==> config.mk <==
export PLATFORM = sky130hd
export DESIGN_NAME = eeg_pea_out_arb
export DESIGN_NICKNAME = d
export VERILOG_FILES = /design/src/rtl/eeg_pea_pkg.sv /design/src/rtl/eeg_rr_arb.sv /design/src/rtl/eeg_pea_out_arb.sv
export SDC_FILE = /design/constraint.sdc
export NUM_CORES = 1
export LEC_CHECK = 0
export BUFFER_PORTS_ARGS = -buffer_cell sky130_fd_sc_hd__clkbuf_2
export CAP_MARGIN = 5
export CORE_UTILIZATION = 40
export CTS_CLUSTER_SIZE = 40
export DETAILED_ROUTE_END_ITERATION = 16
export HOLD_SLACK_MARGIN = 0.06
export PLACE_DENSITY = 0.67
export SYNTH_ARGS = -nofsm -noshare
export SYNTH_HDL_FRONTEND = slang
export SYNTH_HIERARCHICAL = 1
export SYNTH_SLANG_ARGS = --single-unit
==> constraint.sdc <==
create_clock -name clk -period 12.5 [get_ports clk]
set_input_delay 1.25 -clock clk [delete_from_list [all_inputs] [get_ports clk]]
set_output_delay 1.25 -clock clk [all_outputs]
set_load 0.02 [all_outputs]
==> src/rtl/eeg_pea_pkg.sv <==
// Shared types for the PE-array output path: sequencer states
// and an index-width helper used to size PE index fields.
package eeg_pea_pkg;

    typedef enum logic [1:0] {
        S_IDLE,
        S_RUN,
        S_DRAIN,
        S_FIN
    } state_t;

    function automatic int idx_w(input int n);
        return (n > 1) ? $clog2(n) : 1;
    endfunction

endpackage

==> src/rtl/eeg_rr_arb.sv <==
// N-way round-robin arbiter: search starts one past the last winner,
// pointer moves to the winner whenever a grant is issued.
module eeg_rr_arb
    import eeg_pea_pkg::*;
#(
    parameter int N  = 16,
    parameter int IW = idx_w(N)
) (
    input  logic          clk,
    input  logic          rst,
    input  logic [N-1:0]  i_req,
    input  logic          i_en,
    output logic [N-1:0]  o_gnt,
    output logic [IW-1:0] o_idx,
    output logic          o_vld
);

    logic [IW-1:0] r_ptr;
    logic [IW:0]   w_sum;

    always_comb begin
        o_gnt = '0;
        o_idx = '0;
        o_vld = 1'b0;
        w_sum = '0;
        for (int k = 1; k <= N; k++) begin
            w_sum = {1'b0, r_ptr} + (IW+1)'(k);
            if (w_sum >= (IW+1)'(N)) begin
                w_sum = w_sum - (IW+1)'(N);
            end
            if (i_en && !o_vld && i_req[w_sum[IW-1:0]]) begin
                o_gnt[w_sum[IW-1:0]] = 1'b1;
                o_idx = w_sum[IW-1:0];
                o_vld = 1'b1;
            end
        end
    end

    always_ff @(posedge clk) begin
        if (rst) begin
            r_ptr <= IW'(N-1);
        end else if (o_vld) begin
            r_ptr <= o_idx;
        end
    end

endmodule

==> src/rtl/eeg_pea_out_arb.sv <==
// Merges the PE result streams into the output RAM write port,
// tags each word with its PE index and signals tile completion.
module eeg_pea_out_arb
    import eeg_pea_pkg::*;
#(
    parameter int PE_ROW      = 4,
    parameter int PE_COL      = 4,
    parameter int PE_NUM      = PE_ROW*PE_COL,
    parameter int PE_IW       = idx_w(PE_NUM),
    parameter int DATA_OUT_DW = 8,
    parameter int OMUX_ADD_AW = 8,
    parameter int OADD_AW     = OMUX_ADD_AW+PE_IW,
    parameter int CNT_DW      = 16
) (
    input  logic                          clk,
    input  logic                          rst,
    input  logic                          START,
    input  logic [PE_NUM-1:0]             CFG_PE_MSK,
    output logic                          IS_IDLE,
    output logic                          DONE,
    output logic [CNT_DW-1:0]             BEAT_CNT,
    input  logic [PE_NUM-1:0]             PE_VLD,
    input  logic [PE_NUM-1:0]             PE_LST,
    input  logic [PE_NUM*DATA_OUT_DW-1:0] PE_DAT,
    input  logic [PE_NUM*OMUX_ADD_AW-1:0] PE_ADD,
    output logic [PE_NUM-1:0]             PE_RDY,
    output logic                          ORAM_VLD,
    input  logic                          ORAM_RDY,
    output logic [OADD_AW-1:0]            ORAM_ADD,
    output logic [DATA_OUT_DW-1:0]        ORAM_DAT
);

    state_t r_state;
    state_t w_nxt;

    logic [PE_NUM-1:0]      r_msk;
    logic [PE_NUM-1:0]      r_done;
    logic [CNT_DW-1:0]      r_cnt;
    logic                   r_ovld;
    logic [OADD_AW-1:0]     r_oadd;
    logic [DATA_OUT_DW-1:0] r_odat;

    logic [PE_NUM-1:0]      w_elig;
    logic [PE_NUM-1:0]      w_gnt;
    logic [PE_NUM-1:0]      w_lst_hit;
    logic [PE_IW-1:0]       w_gidx;
    logic                   w_gvld;
    logic                   w_slot_free;
    logic                   w_gen;
    logic                   w_all_done;
    logic                   w_start;
    logic [DATA_OUT_DW-1:0] w_pdat;
    logic [OMUX_ADD_AW-1:0] w_padd;

    assign w_elig      = PE_VLD & r_msk & ~r_done;
    assign w_slot_free = ~r_ovld | ORAM_RDY;
    assign w_gen       = (r_state == S_RUN) & w_slot_free;
    assign w_start     = (r_state == S_IDLE) & START;

    eeg_rr_arb #(
        .N  (PE_NUM),
        .IW (PE_IW)
    ) u_arb (
        .clk   (clk),
        .rst   (rst),
        .i_req (w_elig),
        .i_en  (w_gen),
        .o_gnt (w_gnt),
        .o_idx (w_gidx),
        .o_vld (w_gvld)
    );

    assign PE_RDY    = w_gnt;
    assign w_lst_hit = w_gnt & PE_LST;
    // A same-cycle LST handshake already counts toward completion.
    assign w_all_done = (((r_done | w_lst_hit) & r_msk) == r_msk);

    assign w_pdat = PE_DAT[int'(w_gidx)*DATA_OUT_DW +: DATA_OUT_DW];
    assign w_padd = PE_ADD[int'(w_gidx)*OMUX_ADD_AW +: OMUX_ADD_AW];

    always_comb begin
        w_nxt   = r_state;
        IS_IDLE = 1'b0;
        DONE    = 1'b0;
        unique case (r_state)
            S_IDLE: begin
                IS_IDLE = 1'b1;
                if (START) begin
                    w_nxt = (CFG_PE_MSK == '0) ? S_FIN : S_RUN;
                end
            end
            S_RUN: begin
                if (w_all_done) begin
                    w_nxt = S_DRAIN;
                end
            end
            S_DRAIN: begin
                if (w_slot_free) begin
                    w_nxt = S_FIN;
                end
            end
            S_FIN: begin
                DONE  = 1'b1;
                w_nxt = S_IDLE;
            end
            default: w_nxt = S_IDLE;
        endcase
    end

    always_ff @(posedge clk) begin
        if (rst) begin
            r_state <= S_IDLE;
        end else begin
            r_state <= w_nxt;
        end
    end

    always_ff @(posedge clk) begin
        if (rst) begin
            r_msk  <= '0;
            r_done <= '0;
            r_cnt  <= '0;
        end else if (w_start) begin
            r_msk  <= CFG_PE_MSK;
            r_done <= '0;
            r_cnt  <= '0;
        end else if (w_gvld) begin
            r_done <= r_done | w_lst_hit;
            r_cnt  <= r_cnt + CNT_DW'(1);
        end
    end

    // Output register: refilled on grant, held under backpressure.
    always_ff @(posedge clk) begin
        if (rst) begin
            r_ovld <= 1'b0;
            r_oadd <= '0;
            r_odat <= '0;
        end else if (w_gvld) begin
            r_ovld <= 1'b1;
            r_oadd <= {w_gidx, w_padd};
            r_odat <= w_pdat;
        end else if (ORAM_RDY) begin
            r_ovld <= 1'b0;
        end
    end

    assign ORAM_VLD = r_ovld;
    assign ORAM_ADD = r_oadd;
    assign ORAM_DAT = r_odat;
    assign BEAT_CNT = r_cnt;

endmodule

-- Word-level counts from Yosys, hierarchy flattened
Cells that the tools add are included.
- add/subtract/negate cells: 33
- $lt $le $gt $ge: 48
- eq/ne operators: 7
- shift operators: 2
- muxes and demuxes: 137
- bitwise gates (word level): 25
- reduce and logical (&&, ||, !) cells: 67
- operators by type and width (cell ; count):
    16-bit two-way mux ; 16
    16-bit bitwise OR ; 16
    128-bit by 8-bit indexed part select with 8-bit output ; 2
    4-bit two-way mux ; 32
    5-bit greater-or-equal comparator (second input constant) ; 16
    4-bit by 5-bit < comparator with 1-bit output (second input constant) ; 16
    16-bit bitwise AND ; 4
    1-bit binary-select mux with 4-bit select ; 16
    1-bit demux with 4-bit select ; 16
    4-bit by 1-bit greater-or-equal comparator with 1-bit output (second input constant) ; 16
    4-bit by 1-bit subtractor with 4-bit output (second input constant) ; 16
    1-bit two-way mux ; 52
    1-bit logical AND ; 47
    4-bit by 4-bit adder with 5-bit output (second input constant) ; 8
    4-bit by 3-bit adder with 5-bit output (second input constant) ; 4
    16-bit by 1-bit adder with 16-bit output (second input constant) ; 1
    16-bit == test ; 1
    16-bit zero test ; 1
    16-bit inverter ; 1
    1-bit zero test ; 15
    4-bit by 2-bit adder with 5-bit output (second input constant) ; 2
    2-bit two-way mux ; 4
    2-bit one-hot mux with 4 select lines ; 1
    2-bit inequality test (second input constant) ; 3
    other kinds (11) ; 13
- bits in registers: 75
- output and inout bits: 55
- word-level logic and storage cells: 327

-- Longest topological paths before layout
- word-level depth: 73
- mapped depth: 28

-- Modules after synthesis
Netlist, hierarchy kept.
- modules (own cells, without submodules) (module ; instances ; cells an instance ; area each (µm²)):
    eeg_pea_out_arb ; 1 ; 497 ; 4859.7
    eeg_rr_arb ; 1 ; 636 ; 4633.2

-- Worst setup path after synthesis
Ideal clock, no wire load.
- path type: register -> output
- from: register u_arb.r_ptr[1]
- to: output port PE_RDY[10]
- data arrival time: 4.392 ns
- data required time: 11.250 ns
- path slack: 6.858 ns
- cell stages (with the launch flop): 17
- path buffers: 5
- cells stage by stage: dfxtp_1 > buf_4 > buf_6 > buf_4 > inv_1 > ha_1 > buf_2 > mux4_2 > mux4_2 > o21ai_4 > nand3_2 > or4_1 > clkbuf_1 > nand2b_1 > o32a_1 > nand4_1 > a211o_1
- cells in the longest elaborated chain, start to end: 67
- RTL lines (item ; RTL line ; source):
    start: declaration ; eeg_rr_arb.sv:18 ; logic [IW-1:0] r_ptr;
    start signal: assignment ; eeg_rr_arb.sv:41 ; r_ptr <= IW'(N-1);
    start signal: assignment ; eeg_rr_arb.sv:43 ; r_ptr <= o_idx;
    4-bit by 1-bit adder with 5-bit output ; eeg_rr_arb.sv:27 ; w_sum = {1'b0, r_ptr} + (IW+1)'(k);
    4-bit by 1-bit subtractor with 4-bit output or 5-bit greater-or-equal comparator (tied branches) ; eeg_rr_arb.sv:29, eeg_rr_arb.sv:28 ;
    4-bit two-way mux ; eeg_rr_arb.sv:28 ; if (w_sum >= (IW+1)'(N)) begin
    1-bit binary-select mux with 4-bit select ; eeg_rr_arb.sv:31 ; if (i_en && !o_vld && i_req[w_sum[IW-1:0]]) begin
    1-bit two-way mux (not written as such) ; eeg_rr_arb.sv:31 ;
    1-bit logical AND ; eeg_rr_arb.sv:31 ;
    1-bit two-way mux ; eeg_rr_arb.sv:31 ;
    1-bit zero test ; eeg_rr_arb.sv:31 ;
    (+48 left out) ; n/a ;
    1-bit logical AND (2 in a row) ; eeg_rr_arb.sv:31 ;
    1-bit two-way mux ; eeg_rr_arb.sv:31 ;
    1-bit zero test ; eeg_rr_arb.sv:31 ;
    1-bit logical AND (2 in a row) ; eeg_rr_arb.sv:31 ;
    1-bit two-way mux ; eeg_rr_arb.sv:31 ;
    1-bit zero test ; eeg_rr_arb.sv:31 ;
    1-bit logical AND (2 in a row) ; eeg_rr_arb.sv:31 ;
    16-bit two-way mux * ; eeg_rr_arb.sv:31 ;
    end: declaration ; eeg_pea_out_arb.sv:26 ; output logic [PE_NUM-1:0] PE_RDY,
Mark *: on every way between the ends. The rest lies on a longest branch, timed or not. The select of a mux whose other input is x is not followed.

-- Final worst setup path
- from: register u_arb.r_ptr[0]
- to: output port PE_RDY[2]
The elaborated chain is that of the path after synthesis.

==> run_results.csv <==
group,metric,value,unit
outcome,run_status,"finished clean",
timing,final_hold_viol_count,0,
global_route,antenna_found_initial,5,
logic_synthesis,post-synth-top-count-cell,"nor2_1",
power_and_ir_drop,switching_power,1717,uW
drt,firstDrtPassIters,6,
worst_setup_path,cpMostUsedCell,"a21oi_1",
logic_synthesis,syn_inst,1133,
global_route,grt_pass1_wl,74.00,mm
logic_synthesis,ys.flop_type,"dfxtp_1",
timing,clock_skew,0.01072,ns
global_route,first_global_vias,10840,
clocking,cts_sinks,75,
finish,drive_above_1_share,36.19,%
logic_synthesis,synth_area_per_cell,8.379,um2
worst_setup_path,slowest_delay,1.05,ns
timing,layout_min_cycle_time,8.067,ns
power_and_ir_drop,seqPwrFrac,9.8,%
timing,finalSetupViolCount,0,
floorplan,chipHeight,156.1,um
placement,post-dp-hpwl,41.28,mm
finish,multi_input_area,7340,um2
worst_setup_path,critical_path_class,"register to output pin",
power_and_ir_drop,power.internal,1409,uW
finish,fill_cells,2346,
worst_setup_path,r2r-start,"u_arb/r_ptr[0]",
hold_path,worstHoldPathType,"register to register",
power_and_ir_drop,powerDensity,267.0,nW/um2
worst_setup_path,cp-end-kind,"output pin",
timing,max_freq,0.1240,GHz
global_route,grt_usage,41.88,%
clocking,clkTransAtPathRegs,0.07,ns
logic_synthesis,synth_compound_area_share,22.56,%
placement,placed_cells,1751,
logic_synthesis,yosysTopAreaCell,"mux4_2",
worst_setup_path,crit_arrival,6.82,ns
worst_setup_path,crit_slowest_cell,"nor3_1",
drt,wl_per_cell,28.93,um
finish,seqCellArea,1501,um2
finish,stdcell_count,1772,
floorplan,rows,56,
drt,postRouteAntennaNets,0,
floorplan,dieWidth,156.1,um
logic_synthesis,synth_xor_area_share,2.742,%
drt,vias_per_cell,6.614,
logic_synthesis,syn_nets,1459,
floorplan,core_area,23400,um2
worst_setup_path,path_buf_inv,3,
timing,finalSetupTns,0,ns
logic_synthesis,synthAdderAreaFrac,2.372,%
clocking,cts-htree-levels,3,
worst_setup_path,startpoint_type,"register",
timing,worst_pin_slew,1.414,ns
worst_setup_path,worstSetupStartpoint,"u_arb/r_ptr[0]",
logic_synthesis,synth_mux_area_share,25.57,%
floorplan,fp.dieArea,24350,um2
timing,rsz0062_at_grt,"false",
logic_synthesis,ys_ff_latch,75,
power_and_ir_drop,irDropWorstVdd,324.7,uV
global_route,grt_remaining_overflow,0,
clocking,cts.repair.resized,0,
timing,drv_slew,0,
logic_synthesis,synth.distinct_cells,97,
logic_synthesis,yosys-top-cells-count,"132 x nor2_1, 113 x nand2_1, 93 x a21oi_1",
logic_synthesis,yosys.area.top_type_share,16.61,%
worst_setup_path,cp_cell_sequence,"inv_2 > ha_1 > buf_4 > mux4_1 > mux2_2 > nand3_1 > and2_0 > nand2_1 > nor3_1 > a21oi_1 > o22ai_1 > a21oi_1 > o211ai_1 > clkbuf_2",
drt,wl,51.26,mm
logic_synthesis,synthArstFlopShare,0,%
logic_synthesis,syn_area,9493,um2
clocking,clock-root-buffer,"clkbuf_16",
floorplan,start_util,40.56,%
drt,drt_iter0_drc,1499,
clocking,clock_latency,0.35,ns
clocking,cts_tree,"built",
timing,finalCritPeriodShare,64.54,%
placement,gp_congestion,1.123,
worst_setup_path,worstPathRequired,11.25,ns
clocking,ctsHoldBuffers,0,
logic_synthesis,yosys_warnings,6,
placement,placed_area,11400,um2
power_and_ir_drop,finalPower,3126,uW
timing,max-slew-margin-rel,4.887,%
logic_synthesis,synthSimpleGateAreaFrac,23.65,%
placement,io_buffers,362,
power_and_ir_drop,comb_power_share,81.7,%
logic_synthesis,synth_top_family_by_area,"multiplexers",
finish,finalInstanceArea,11710,um2
global_route,grt_start_max_net_pins,66,
worst_setup_path,crit_family,"simple AND/OR/NAND/NOR gates",
drt,drc,0,
drt,routed-via-count,11720,
power_and_ir_drop,p_sw_share,54.93,%
power_and_ir_drop,leakage,0.005004,uW
clocking,clockBufferDepth,2,
hold_path,min_from,"r_done[13]",
logic_synthesis,yosysSeqAreaShare,15.82,%
floorplan,num_io_pins,363,
power_and_ir_drop,clockPowerShare,8.5,%
finish,area_growth,23.32,%
worst_setup_path,critPathMaxFanout,26,
logic_synthesis,synth.area.top_cells,"mux4_2 17%, dfxtp_1 16%, nor2_1 5.2%",
finish,final_net_count,1769,
clocking,numCtsBuffers,9,
run,max-cap-violations,0,
clocking,cts_setup_buffers,0,
logic_synthesis,synth_edf_count,0,
==> flip-flops by register name, indices dropped and copies added, names as in the netlist <==
signal / flops
ORAM_DAT: 8
r_msk: 16
ORAM_VLD: 1
ORAM_ADD: 12
u_arb/r_ptr: 4
r_state: 2
r_done: 16
BEAT_CNT: 16
==> routing by layer <==
layer	part of all wire (%)	GRT usage, %	wire length, um	up-vias
li1	-	-	-	5019
met1	40	57.68	20700	5641
met2	43	61.67	21830	924
met3	13	12.03	6737	134
met4	3.9	15.36	1984	2
met5	0.025	0	13	-
==> worst reg2reg max path: stages (launching register included) <==
cell and delay [ns]:
dfxtp_1 0.77, inv_2 0.31, ha_1 0.49, buf_4 0.38, mux2_2 0.39, o2111ai_1 0.22, or2_0 0.36, nand4b_1 0.85
nor4_4 0.66, nand2_1 0.51, a32oi_4 0.33, buf_4 0.45, buf_4 0.71, mux4_1 0.66, a22oi_1 0.33, a21oi_1 0.13
a21oi_1 0.17, nor2_1 0.06
==> power groups by stage <==
stage | Combinational, uW | Sequential (uW) | Clock (uW)
after CTS | 2490 | 304 | 271
final | 2550 | 306 | 267
after detailed placement | 2480 | 309 | 0
after global routing | 2700 | 310 | 280
after floorplan | 1860 | 320 | 0
after global placement | 2490 | 309 | 0
==> cell families after synthesis <==
| family | count (synthesis) |
|---|---|
| xor gates and xnor gates | 28 |
| buffers and inverters | 127 |
| AOI/OAI and AO/OA | 313 |
| and+or+nand+nor | 443 |
| DFF | 75 |
| adders and majority gates | 18 |
| muxes | 129 |
==> layout by cell type, fill, tap and decap left out, types with 25 or more instances in the layout <==
master	synthesis	final
mux4_2	70	70
nor2_1	132	132
a21oi_1	93	93
mux2i_1	31	31
inv_1	33	33
nand3_1	53	53
a22oi_1	43	43
nor3_1	25	25
clkbuf_2	0	362
dfxtp_1	75	75
buf_4	10	29
nand2_1	113	113
==> cell type report <==
cell class,instances,share of cell area (%)
well taps,319,3.410
flip-flops and latches,75,12.83
inverters,35,1.122
diodes,5,0.1069
repair buffers,391,17.34
multi-input cells,931,62.70
clock inverters,7,0.5772
clock buffers,9,1.924
==> worst paths after layout <==
kind / cells past startpoint / slack, ns / end
min: 2 / 0.47 / r_done[13]
min reg2reg: 2 / 0.47 / r_done[13]
max: 14 / 4.43 / PE_RDY[2]
max reg2reg: 17 / 4.61 / ORAM_DAT[7]
==> stage by stage <==
step	util [%]	hold WS, ns	worst slack, ns
global placement	48.72	0.4404	4.776
finish	50.02	0.4675	4.433
global route	49.97	0.4984	4.029
CTS	49.97	0.4610	4.706
detailed placement	48.72	0.4453	4.736
floorplan	-	0.4280	6.858
Note: power is estimated with default switching activity, not from simulation.
